[src/rtl/fifo_sync_ctrl.sv]
// Single-clock FIFO with on-board storage, occupancy counter, almost-full/empty
// thresholds and sticky overflow/underflow flags. A synchronous clr flushes it.
module fifo_sync_ctrl #(
  parameter int DATA_W   = 8,
  parameter int ADDR_W   = 4,
  parameter int AF_LEVEL = 12,
  parameter int AE_LEVEL = 2
) (
  input  logic              clk,
  input  logic              rst,
  input  logic              clr,
  input  logic              w_en,
  input  logic [DATA_W-1:0] w_data,
  input  logic              r_en,
  output logic [DATA_W-1:0] r_data,
  output logic              r_valid,
  output logic              full,
  output logic              empty,
  output logic              almost_full,
  output logic              almost_empty,
  output logic [ADDR_W:0]   count,
  output logic              overflow,
  output logic              underflow,
  output logic [ADDR_W:0]   w_ptr,
  output logic [ADDR_W:0]   r_ptr
);

  localparam int DEPTH = 1 << ADDR_W;
  localparam logic [ADDR_W:0] DEPTH_L = {1'b1, {ADDR_W{1'b0}}};
  localparam logic [ADDR_W:0] AF_L    = (ADDR_W+1)'(AF_LEVEL);
  localparam logic [ADDR_W:0] AE_L    = (ADDR_W+1)'(AE_LEVEL);
  localparam logic [ADDR_W:0] ONE     = (ADDR_W+1)'(1);

  logic [DATA_W-1:0] mem [DEPTH];
  logic              wr_ok;
  logic              rd_ok;
  logic [ADDR_W:0]   count_next;

  // Acceptance uses the registered flags, so a simultaneous read never
  // rescues a write into a full FIFO (and vice versa for empty).
  always_comb begin
    wr_ok      = w_en & ~full;
    rd_ok      = r_en & ~empty;
    count_next = count;
    if (wr_ok && !rd_ok)
      count_next = count + ONE;
    else if (rd_ok && !wr_ok)
      count_next = count - ONE;
  end

  always_ff @(posedge clk) begin
    if (wr_ok && !clr)
      mem[w_ptr[ADDR_W-1:0]] <= w_data;
  end

  // Flags are registered from count_next so they line up with count.
  always_ff @(posedge clk or posedge rst) begin
    if (rst) begin
      w_ptr        <= '0;
      r_ptr        <= '0;
      count        <= '0;
      empty        <= 1'b1;
      almost_empty <= 1'b1;
      full         <= 1'b0;
      almost_full  <= 1'b0;
      overflow     <= 1'b0;
      underflow    <= 1'b0;
      r_valid      <= 1'b0;
      r_data       <= '0;
    end else if (clr) begin
      w_ptr        <= '0;
      r_ptr        <= '0;
      count        <= '0;
      empty        <= 1'b1;
      almost_empty <= 1'b1;
      full         <= 1'b0;
      almost_full  <= 1'b0;
      overflow     <= 1'b0;
      underflow    <= 1'b0;
      r_valid      <= 1'b0;
    end else begin
      if (wr_ok)
        w_ptr <= w_ptr + ONE;
      if (rd_ok) begin
        r_ptr  <= r_ptr + ONE;
        r_data <= mem[r_ptr[ADDR_W-1:0]];
      end
      r_valid      <= rd_ok;
      count        <= count_next;
      empty        <= (count_next == '0);
      full         <= (count_next == DEPTH_L);
      almost_full  <= (count_next >= AF_L);
      almost_empty <= (count_next <= AE_L);
      overflow     <= overflow | (w_en & full);
      underflow    <= underflow | (r_en & empty);
    end
  end

endmodule

[config.mk]
export PLATFORM = sky130hd
export DESIGN_NAME = fifo_sync_ctrl
export DESIGN_NICKNAME = d
export VERILOG_FILES = /design/src/rtl/fifo_sync_ctrl.sv
export SDC_FILE = /design/constraint.sdc
export NUM_CORES = 1
export LEC_CHECK = 0
export ABC_AREA = 1
export CORE_ASPECT_RATIO = 0.5
export CORE_MARGIN = 1.5
export CORE_UTILIZATION = 63
export DETAILED_ROUTE_END_ITERATION = 8
export PLACE_DENSITY = 0.9
export SYNTH_ARGS = -nofsm -noshare
export SYNTH_HDL_FRONTEND = slang
export SYNTH_SLANG_ARGS = --single-unit
export TNS_END_PERCENT = 30
[constraint.sdc]
create_clock -name clk -period 4 [get_ports clk]
set_input_delay 0.6 -clock clk [delete_from_list [all_inputs] [get_ports clk]]
set_output_delay 0.6 -clock clk [all_outputs]
set_load 0.05 [all_outputs]
==> After elaboration in Yosys (flattened, before gate mapping) <==
Memories as Yosys holds them, arrays and structs flattened. A register that Yosys moved wholly into a read port is not among the register bits.
Cells that the tools add are included.
{ "op_classes": {"addsub": 4, "n_mul": 0, "n_div": 0, "order_cmp": 2, "n_eq_ne": 1, "shift": 0, "muxes": 16, "bitwise_logic": 9, "n_reduce_logical": 10} }
{ "ops": {"columns": ["cell", "n"], "rows": [
  ["2-to-1 mux 5 bit", 7],
  ["adder 5 x 1 -> 5 bit, second input constant", 3],
  ["2-to-1 mux 1 bit", 9],
  ["equality test 5 bit, second input constant", 1],
  ["greater-or-equal comparator 5 x 4 -> 1 bit, second input constant", 1],
  ["<= comparator 5 x 2 -> 1 bit, second input constant", 1],
  ["zero test 5 bit", 1],
  ["subtractor 5 x 1 -> 5 bit, second input constant", 1],
  ["AND 1 bit", 4],
  ["nonzero test 2 bit", 2],
  ["logical AND 1 bit", 3],
  ["zero test 1 bit", 3],
  ["inverter 1 bit", 3],
  ["bitwise OR 1 bit", 2],
  ["AND reduction 2 bit", 1]
]} }
{ "word_totals": {"regBits": 22, "latchBits": 0, "ramBits": 128, "mem_bits_ro": 0, "out_inout_bits": 30, "n_memories": 1} }
{ "memory_table": {"columns": ["name", "words", "word_bits", "read_ports", "rd_ports_with_merged_regs", "write_ports", "line_no", "text"], "rows": [
  ["mem", 16, 8, 1, 1, 1, "34", "logic [DATA_W-1:0] mem [DEPTH];"]
]} }

==> Longest topological paths before layout <==
{ "logic_depth": {"word_depth": 8, "ltp_mapped": 11, "mapped_depth_nobuf": 10} }

==> Worst setup path before layout <==
No wires, ideal clock.
{ "synth_path": {"path_kind": "input port to flip-flop", "startpoint": "in clr", "endpoint": "mem mem[13][0], enable pin", "t_arrival_ns": 1.677, "required_time_ns": 3.617, "setup_slack_ns": 1.940, "path_stages": 4, "n_path_buf": 1, "cell_sequence": "clkbuf_1 -> nor2_1 -> inv_1 -> nor3_1"} }
{ "synth_between": {"elab_chain_len": 4} }
{ "synth_lines": {"columns": ["element", "line_no", "text"], "rows": [
  ["start: declaration", "11", "input logic clr,"],
  ["zero test 1 bit", "52", "if (wr_ok && !clr)"],
  ["logical AND 1 bit", "52", null],
  ["2-to-1 mux 1 bit", "52", null],
  ["2-to-1 mux 1 bit (implied by the code)", "53", "mem[w_ptr[ADDR_W-1:0]] <= w_data;"],
  ["end: declaration", "34", null]
]} }
No other way between the ends.

==> Worst setup path in the final report <==
{ "layout_path": {"startpoint": "reg r_ptr[1]", "endpoint": "out r_ptr[1]"} }
{ "layout_lines": {"columns": ["element", "line_no", "text"], "rows": [
  ["start: declaration", "25", "output logic [ADDR_W:0] r_ptr"],
  ["start signal: assignment", "85", "r_ptr <= r_ptr + ONE;"]
]} }
No word-level cell between the ends.

==> parameters.txt <==
Parameter                              Value

Synth
  Net Count, Synth ... 638
  Share of the synthesized area in the top cell type ... 57.6%
  Synth async-reset ratio ... 19.0%
  Register bit total from synthesis ... 158
  Most used flip-flop cell after synthesis ... edfxtp_1
  Total of warnings raised by yosys ... 0
  Cell Area, Synth ... 0.00667 sq mm
  Synth cell count leaders ... 221 x nand2_1, 128 x edfxtp_1, 112 x nand3_1, 28 x dfrtp_1, 22 x inv_1
  Part of the Yosys area used for sequential elements ... 68.9%
  Most repeated cell in the gate-level netlist after synthesis ... nand2_1
  Count of cell types in the netlist ... 26
  Number of cells produced by synthesis ... 618
  Leading post-synthesis cells by cell area ... edfxtp_1 58%, nand2_1 12%, dfrtp_1 11%
  Cell taking the most area after synthesis ... edfxtp_1
  Avg Cell Area, Syn ... 10.8 sq um
  EDFF count, synth ... 128

Timing
  Total count of max-transition violations in the final report ... 0
  Headroom to the max-slew limit ... 24.2%
  RSZ-0062 raised after global routing ... no
  Hold slack ... 0.482 ns
  Worst slew pin tran ... 1.14 ns
  Count of endpoints failing setup in the final report ... 0
  Clk_skew ... 0.00647 ns
  Sum Neg Setup Slack ... 0 ns
  FMAX ... 0.328 GHz
  Slack of the critical path ... 0.950 ns
  Final critical-path share of the clock period ... 76.2%
  Fin crit period ... 3.05 ns
  Hold violation count in the final report ... 0

Flow run
  Count of max-cap constraint violations ... 0

Status
  Result of the run ... finished clean

Setup path
  Buffers and inverters on the worst path ... 2
  Cell with the largest stage delay on the worst path ... clkdlybuf4s50_1
  Crit-path max cell delay ... 0.85 ns
  Top cell family by delay on the critical path ... buffers and inverters
  Crit-path cells ... buf_4 > clkdlybuf4s50_1
  Crit path DAT ... 2.45 ns
  Startpoint kind of the worst setup timing path ... flip-flop
  Crit end category ... primary output
  Critical path required time ... 3.40 ns
  Category of the critical setup timing path ... reg2out
  Critical-path maximum fanout ... 18

Worst hold path
  Type of the worst min-delay path ... reg2reg

Global route
  Antenna violations before repair ... 0
  Wire length of the first global-routing pass ... 26,200 microns
  Aggregate global-route resource usage ... 32.9%
  Via count of the first global-routing pass ... 4,753
  Final global-route overflow total ... 0
  Pin count of the biggest net entering global routing ... 68

Pwr
  Maximum vdd drop ... 585 uV
  Total power after layout ... 4.47 mW
  Cell area power density ... 572 mW/mm^2
  Leakage power summed over all cells ... 3.07 nW

Die
  Full die area ... 0.0113 sq mm
  Horizontal die dimension ... 149 microns
  Core Rows ... 26
  Total I/O pin count ... 43
  Initial Util ... 65.1%
  Area of the core ... 0.0102 sq mm
  Overall die height ... 75.8 microns

Placed design
  Half-perimeter wire length after detailed placement ... 10,200 microns
  Placed instance area ... 0.00721 sq mm
  Post-placement worst setup slack ... 0.955 ns
  Placer congestion estimate ... 0.875
  Count of port buffers added during placement ... 42

Detailed routing
  Initial detailed-routing violation count ... 778
  # DRC ... 0
  Vias per inst ... 6.37
  Final WL ... 17,700 microns
  Post-DRT Antenna Nets ... 0
  Routed vias ... 5,204
  Initial DRT Pass Iterations ... 7
  Routed WL per cell ... 21.7 microns

CTS
  Number of instances resized during post-cts repair ... 0
  H-Tree Level Count ... 4
  Root Driver ... clkbuf_16
  Number of buffers created by CTS ... 17
  Clock insertion delay at the later pin of the skew report ... 0.44 ns
  Number of buffers on the longest clock path ... 2
  Hold_buf cts ... 0
  Clock transition at the register clock pins on the worst setup and hold paths after CTS ... 0.06 ns
  Clock sink total ... 158
  CTS tree ... built
  Post-CTS setup buffer count ... 0

Layout
  Number of nets in the final layout ... 684
  Area overhead of the layout relative to synthesis ... 17.1%
  Antenna diode count ... 0
  Layout Cell Area excl Fill ... 0.00781 sq mm
  Fraction of final layout cells with drive strength greater than 1 ... 8.71%
-- final timing paths --
kind | from | end | slack [ns] | depth (start not counted)
worst max-delay path | r_ptr[1] | r_ptr[1] | 0.95 | 2
min in group asynchronous | rst | r_data[6] | 0.59 | 3
worst min-delay path | r_data[6] | r_data[6] | 0.48 | 2
worst max register to register | r_ptr[0] | r_data[7] | 1.37 | 9
max in group asynchronous | rst | almost_empty | 3.09 | 3
worst min register to register | r_data[6] | r_data[6] | 0.48 | 2
-- layout by cell type, fill, tap and decap left out, types with 9 or more instances in the layout --
cell type        synthesis  final
inv_1                   22     22
nand2_1                221    221
buf_4                    3     13
a21oi_1                  9      9
nor2_1                  20     20
nor3_1                  13     13
nand3_1                112    112
edfxtp_1               128    128
clkbuf_16                0     17
clkdlybuf4s50_1          0     42
dfrtp_1                 28     27
-- routing by layer --
layer	vias to the layer above	GRT usage, %	share of wire [%]
met5	-	0	0
met4	0	17.8	4.8
met3	98	11.3	15
met2	528	50.7	45
met1	2378	42.4	36
li1	2200	-	-
-- flip-flops by register name, summed over array words and instances, names as in the netlist --
register and count:
overflow 1, underflow 1, r_ptr 5, full 1, w_ptr 5, empty 1
r_valid 1, mem 128, r_data 8, almost_full 1, almost_empty 1, count 5
-- worst reg2reg max path, stage by stage (launching register included) --
cell and delay [ns]:
dfrtp_2 0.66, inv_2 0.95, nand2_1 0.21, nand3_1 0.21, nand3_1 0.17, nand2_1 0.11, nand2_1 0.06, nand2_1 0.09
nand2_1 0.05, nand2_1 0.06
-- area by class of cell --
class,instances,area [sq um]
Sequential cell,158,4600
Inverter,29,109
Timing Repair Buffer,55,518
Clock inverter,11,139
Fill cell,513,2430
Tap cell,140,175
Clock buffer,21,460
Multi-Input combinational cell,403,1810
-- cells by family after synthesis --
| logic type | share of synthesized area [%] |
|---|---|
| adders and majority gates | 1.31 |
| xor gates and xnor gates | 0.131 |
| AOI/OAI and AO/OA | 1.78 |
| and+or+nand+nor | 24.0 |
| buffers and inverters | 3.92 |
| DFF | 68.9 |
-- where the power goes --
group / total [mW] / leakage (nW) / switching [mW] / internal [mW]
clock network: 1.67 / 0.293 / 0.657 / 1.01
logic: 0.868 / 1.23 / 0.617 / 0.251
registers: 1.94 / 1.55 / 0.0772 / 1.86
total: 4.47 / 3.07 / 1.35 / 3.12
-- per-stage QoR --
stage	std cells	util (%)
after floorplan	618	-
after global placement	785	70.4
after detailed placement	785	70.4
after CTS	817	76.3
after global routing	817	76.3
final	817	76.3
No activity file was read; power rests on OpenSTA's default activity.
